===== config.mk =====
export PLATFORM = sky130hd
export DESIGN_NAME = arinc_tx_param
export DESIGN_NICKNAME = d
export VERILOG_FILES = /design/src/rtl/arinc_tx_param.sv
export SDC_FILE = /design/constraint.sdc
export NUM_CORES = 1
export LEC_CHECK = 0
export ABC_AREA = 1
export BUFFER_PORTS_ARGS = -buffer_cell sky130_fd_sc_hd__buf_2
export CORE_AREA = 2 2 86 88
export CTS_BUF_LIST = sky130_fd_sc_hd__clkbuf_4 sky130_fd_sc_hd__clkbuf_8
export DETAILED_ROUTE_END_ITERATION = 7
export DIE_AREA = 0 0 88 90
export PLACE_DENSITY = 0.72
export SYNTH_ARGS = -nofsm -noshare
export SYNTH_HDL_FRONTEND = slang
export SYNTH_SLANG_ARGS = --single-unit
export TNS_END_PERCENT = 20

===== constraint.sdc =====
create_clock -name clk -period 3.1 [get_ports clk]
set_clock_uncertainty 0.05 [all_clocks]
set_input_delay 0.155 -clock clk [delete_from_list [all_inputs] [get_ports clk]]
set_output_delay 0.155 -clock clk [all_outputs]
set_load 0.02 [all_outputs]

===== src/rtl/arinc_tx_param.sv =====
// Parametrised ARINC-429-style bipolar RZ transmitter with valid/ready intake,
// optional odd parity and a clock-enable half-bit timer.
module arinc_tx_param #(
    parameter int WIDTH     = 32,
    parameter int GAP_BITS  = 4,
    parameter int HALF_HI   = 250,
    parameter int HALF_LO   = 2000,
    parameter int PARITY_EN = 1
) (
    input  logic             clk,
    input  logic             rst,
    input  logic [WIDTH-1:0] tx_data,
    input  logic             tx_valid,
    output logic             tx_ready,
    input  logic             rate_sel,
    output logic             TxA,
    output logic             TxB,
    output logic             busy,
    output logic             done
);

    localparam int HALF_MAX = (HALF_HI > HALF_LO) ? HALF_HI : HALF_LO;
    localparam int CW       = $clog2(HALF_MAX + 1);
    localparam int BW       = 5;

    typedef enum logic [1:0] {IDLE, BIT_HI, BIT_NULL, GAP} state_t;

    state_t           r_state, w_state_next;
    logic [CW-1:0]    r_cnt, w_cnt_next;
    logic [BW-1:0]    r_bit_cnt, w_bit_cnt_next;
    logic [WIDTH-1:0] r_sr, w_sr_next;
    logic             r_rate, w_rate_next;
    logic             r_txa, w_txa_next;
    logic             r_txb, w_txb_next;
    logic             r_busy, w_busy_next;
    logic             r_done, w_done_next;
    logic             r_tx_ready, w_ready_next;

    logic [WIDTH-1:0] w_load;
    logic [CW-1:0]    w_half_len;
    logic             w_tick;

    generate
        if (PARITY_EN != 0) begin : g_parity
            // The top input bit is replaced, so it is deliberately left unread.
            logic w_unused_msb;
            assign w_unused_msb = tx_data[WIDTH-1];
            assign w_load = {~^tx_data[WIDTH-2:0], tx_data[WIDTH-2:0]};
        end else begin : g_verbatim
            assign w_load = tx_data;
        end
    endgenerate

    assign w_half_len = r_rate ? CW'(HALF_HI) : CW'(HALF_LO);
    assign w_tick     = (r_cnt == w_half_len - CW'(1));

    assign TxA      = r_txa;
    assign TxB      = r_txb;
    assign busy     = r_busy;
    assign done     = r_done;
    assign tx_ready = r_tx_ready;

    always_ff @(posedge clk) begin
        if (rst) begin
            r_state    <= IDLE;
            r_cnt      <= '0;
            r_bit_cnt  <= '0;
            r_sr       <= '0;
            r_rate     <= 1'b0;
            r_txa      <= 1'b0;
            r_txb      <= 1'b0;
            r_busy     <= 1'b0;
            r_done     <= 1'b0;
            r_tx_ready <= 1'b0;
        end else begin
            r_state    <= w_state_next;
            r_cnt      <= w_cnt_next;
            r_bit_cnt  <= w_bit_cnt_next;
            r_sr       <= w_sr_next;
            r_rate     <= w_rate_next;
            r_txa      <= w_txa_next;
            r_txb      <= w_txb_next;
            r_busy     <= w_busy_next;
            r_done     <= w_done_next;
            r_tx_ready <= w_ready_next;
        end
    end

    // Line outputs are computed from the next state so they are registered
    // and line up exactly with the slot boundaries.
    always_comb begin
        w_state_next   = r_state;
        w_cnt_next     = w_tick ? '0 : r_cnt + CW'(1);
        w_bit_cnt_next = r_bit_cnt;
        w_sr_next      = r_sr;
        w_rate_next    = r_rate;
        w_txa_next     = 1'b0;
        w_txb_next     = 1'b0;
        w_busy_next    = r_busy;
        w_done_next    = 1'b0;
        w_ready_next   = r_tx_ready;

        case (r_state)
            IDLE: begin
                w_cnt_next   = '0;
                w_ready_next = 1'b1;
                if (tx_valid && r_tx_ready) begin
                    w_sr_next      = w_load;
                    w_rate_next    = rate_sel;
                    w_bit_cnt_next = '0;
                    w_busy_next    = 1'b1;
                    w_ready_next   = 1'b0;
                    w_state_next   = BIT_HI;
                    w_txa_next     = w_load[0];
                    w_txb_next     = ~w_load[0];
                end
            end
            BIT_HI: begin
                if (w_tick) begin
                    w_state_next = BIT_NULL;
                end else begin
                    w_txa_next = r_sr[0];
                    w_txb_next = ~r_sr[0];
                end
            end
            BIT_NULL: begin
                if (w_tick) begin
                    w_sr_next = r_sr >> 1;
                    if (r_bit_cnt == BW'(WIDTH - 1)) begin
                        w_state_next   = GAP;
                        w_bit_cnt_next = '0;
                    end else begin
                        w_bit_cnt_next = r_bit_cnt + BW'(1);
                        w_state_next   = BIT_HI;
                        w_txa_next     = w_sr_next[0];
                        w_txb_next     = ~w_sr_next[0];
                    end
                end
            end
            GAP: begin
                // The bit counter is reused here to count null slots.
                if (w_tick) begin
                    if (r_bit_cnt == BW'(2 * GAP_BITS - 1)) begin
                        w_state_next   = IDLE;
                        w_bit_cnt_next = '0;
                        w_busy_next    = 1'b0;
                        w_ready_next   = 1'b1;
                        w_done_next    = 1'b1;
                    end else begin
                        w_bit_cnt_next = r_bit_cnt + BW'(1);
                    end
                end
            end
            default: begin
                w_state_next = IDLE;
            end
        endcase
    end

endmodule


==> impl_metrics.ini <==
[grt]
antenna_found_initial = 0
grt-ovfl-total = 0
grtUsageTotal_pct = 18.3
grt_start_max_net_pins = 51
grt_pass1_vias = 2914
grt_pass1_wl_um = 12100

[synthesis]
synth-seq-cells = 56
synth_top_area_share_pct = 33.2
yosysWarnings = 0
synth_top_cells_by_area = dfxtp_1 (33%), nand2_1 (22%), nor2_1 (8.9%), o21ai_0 (7.1%), inv_1 (6.2%)
syn-num-nets = 592
yosys.area.top_type = dfxtp_1
ys_types = 35
syn_avg_cell_area_um2 = 6.11
netlist_instances = 553
synth_edf_count = 0
synth_ff_type = dfxtp_1
syn-cell-area_um2 = 3380
synthArstFlopShare_pct = 0
seq_area_frac_synth_pct = 33.2

[die]
die_width_um = 88
die_area_um2 = 7920
core_um2 = 7020
die_y_um = 90
num_rows = 31
ios = 41
initial_core_util_pct = 48.1

[clocking]
cts.sinks = 56
cts_setup_buffers = 0
h-tree-depth = 2
cts_resized = 0
clockRootBuffer = clkbuf_8
clock_latency_ps = 310
cts_buffers = 5
cts_tree = done
ctsHoldBuffers = 0
cts.clk_slew.worst_paths_ps = 100
clk_path_buf_depth = 2

[critical_path]
cp-start-kind = flip-flop
cp_cell_sequence = nor2_1, inv_1, nor2_2, inv_1, nand2_4, inv_4, nand2_1, a21oi_1
crit_fanout = 33
reg2reg_from = r_state[0]
arrival_ps = 2180
worstPathRequired_ps = 3300
slowest_stage = dfxtp_1
worstSetupPathType = reg -> reg
crit_path_start = r_state[0]
crit_path_frequent_cell = inv_1
slowest_delay_ps = 460
worstSetupEndpointType = flip-flop

[placed_design]
detailed_place_hpwl_um = 4930
routabilityCongestion = 0.828
placed_cell_area_um2 = 3590
port_buffers = 39

[finish]
area.sequential_um2 = 1120
syn_to_final_growth_pct = 10.0
n_antenna_cell = 0
postLayoutCellArea_um2 = 3720
fillCellCount = 718
multiInputGateArea_um2 = 1910
layout-drive-gt1-share_pct = 13.0
final_nets = 621

[sta]
slew_headroom_pct = 66.8
hold_viol = 0
max_freq_mhz = 506
period_needed_ps = 1980
drv_slew = 0
fin_crit_sh_pct = 63.8
setup_tns_ps = 0
finalSetupViolCount = 0
grt_setup_unrepaired = no
tightestPinTransition_ps = 494

[detailed_routing]
remaining_drc_errors = 0
wl_per_cell_um = 10.2
ant_nets = 0
drt_first_pass_iters = 4
routed_wl_um = 6940
vias = 3221
via_per_inst = 4.72
first_iter_violations = 223

[power_and_ir_drop]
leakagePower_nw = 1.85
p_per_area_nw_per_um2 = 506
irDropWorstVdd_mv = 0.227

[job]
maxCapViolations = 0

[hold_path]
min_path_type = in -> reg
min-delay-start = rst

[run_status]
status = completed
[critical path: cells and delay by family, from the launching register on]
family          cells  cell delay, ps
compound gates      1             150
buf+inv             3             750
flops               1             460
simple gates        4             510
[cell usage in the layout, fill, tap and decap left out, drive strengths merged]
master	Yosys	final
nor4	1	1
xnor2	8	8
a22oi	1	1
inv	58	58
o21a	1	1
nand2	199	199
o31ai	1	1
a221oi	1	1
ha	3	3
o22ai	1	1
nand3	16	16
and3	1	1
clkbuf	9	7
nor3b	2	2
a31o	1	1
nor2	94	94
bufinv	0	1
nor3	5	5
clkinv	1	1
xor2	8	8
nand4	2	2
buf	10	41
o21ai	59	59
a21oi	15	15
dfxtp	56	56
[where the power goes]
| group | internal (mW) | switching (mW) | leakage (nW) |
|---|---|---|---|
| Clock | 0.285 | 0.235 | 0.0645 |
| Combinational | 0.163 | 0.347 | 1.33 |
| Sequential | 0.802 | 0.0494 | 0.457 |
| Total | 1.25 | 0.631 | 1.85 |
[per-layer routing]
layer | GRT usage [%] | up-vias | routed length, µm
met5 | 0 | - | 0
met4 | 4.74 | 0 | 68
met2 | 31.4 | 60 | 3220
li1 | - | 1771 | -
met1 | 23.7 | 1385 | 3390
met3 | 2.75 | 5 | 261
[sequential cells by signal (all words and copies together), names as in the netlist]
| name | count |
|---|---|
| tx_ready | 1 |
| TxA | 1 |
| r_rate | 1 |
| done | 1 |
| r_state | 2 |
| busy | 1 |
| r_bit_cnt | 5 |
| r_sr | 32 |
| r_cnt | 11 |
| TxB | 1 |
[layout make-up]
class,instances,area share [%]
Inverter,59,6.06
Clock inverter,1,0.808
Clock buffer,7,2.59
Timing Repair Buffer,41,5.65
Multi-Input combinational cell,419,51.4
Tap cell,99,3.33
Sequential cell,56,30.2
[per-stage QoR]
stage | util [%] | setup slack, ps | std cells | hold WS, ps | total power [mW]
floorplan | - | 1550 | 553 | 298 | 1.27
global placement | 51.1 | 1170 | 674 | 385 | 1.36
detailed placement | 51.1 | 1130 | 674 | 393 | 1.38
CTS | 52.9 | 1100 | 682 | 83.5 | 1.90
global route | 52.9 | 921 | 682 | 89.3 | 2.02
finish | 52.9 | 1120 | 682 | 90.1 | 1.88
[final timing paths]
check | endpoint | slack [ps] | cells past startpoint
setup / recovery | r_sr[31] | 1120 | 8
hold / removal | r_state[0] | 90 | 2
setup reg to reg | r_sr[31] | 1120 | 8
hold reg to reg | busy | 410 | 2
[cell families (layout without fill, tap and decap cells)]
logic type	count (synthesis)	after routing	share of synthesized area (%)
compound gates	80	80	12.6
simple gates	320	320	38.7
buf+inv	78	108	10.3
fa+ha+maj	3	3	1.11
xor+xnor	16	16	4.15
flops	56	56	33.2
[cells in the mapped netlist (all sizes together) (2+ instances only)]
master,count
nor3b,2
xor2,8
inv,58
nand3,16
dfxtp,56
nor2,94
buf,10
nand4,2
nand2,199
o21ai,59
nor3,5
clkbuf,9
xnor2,8
a21oi,15
ha,3
Power figures use the tool's default switching activity.
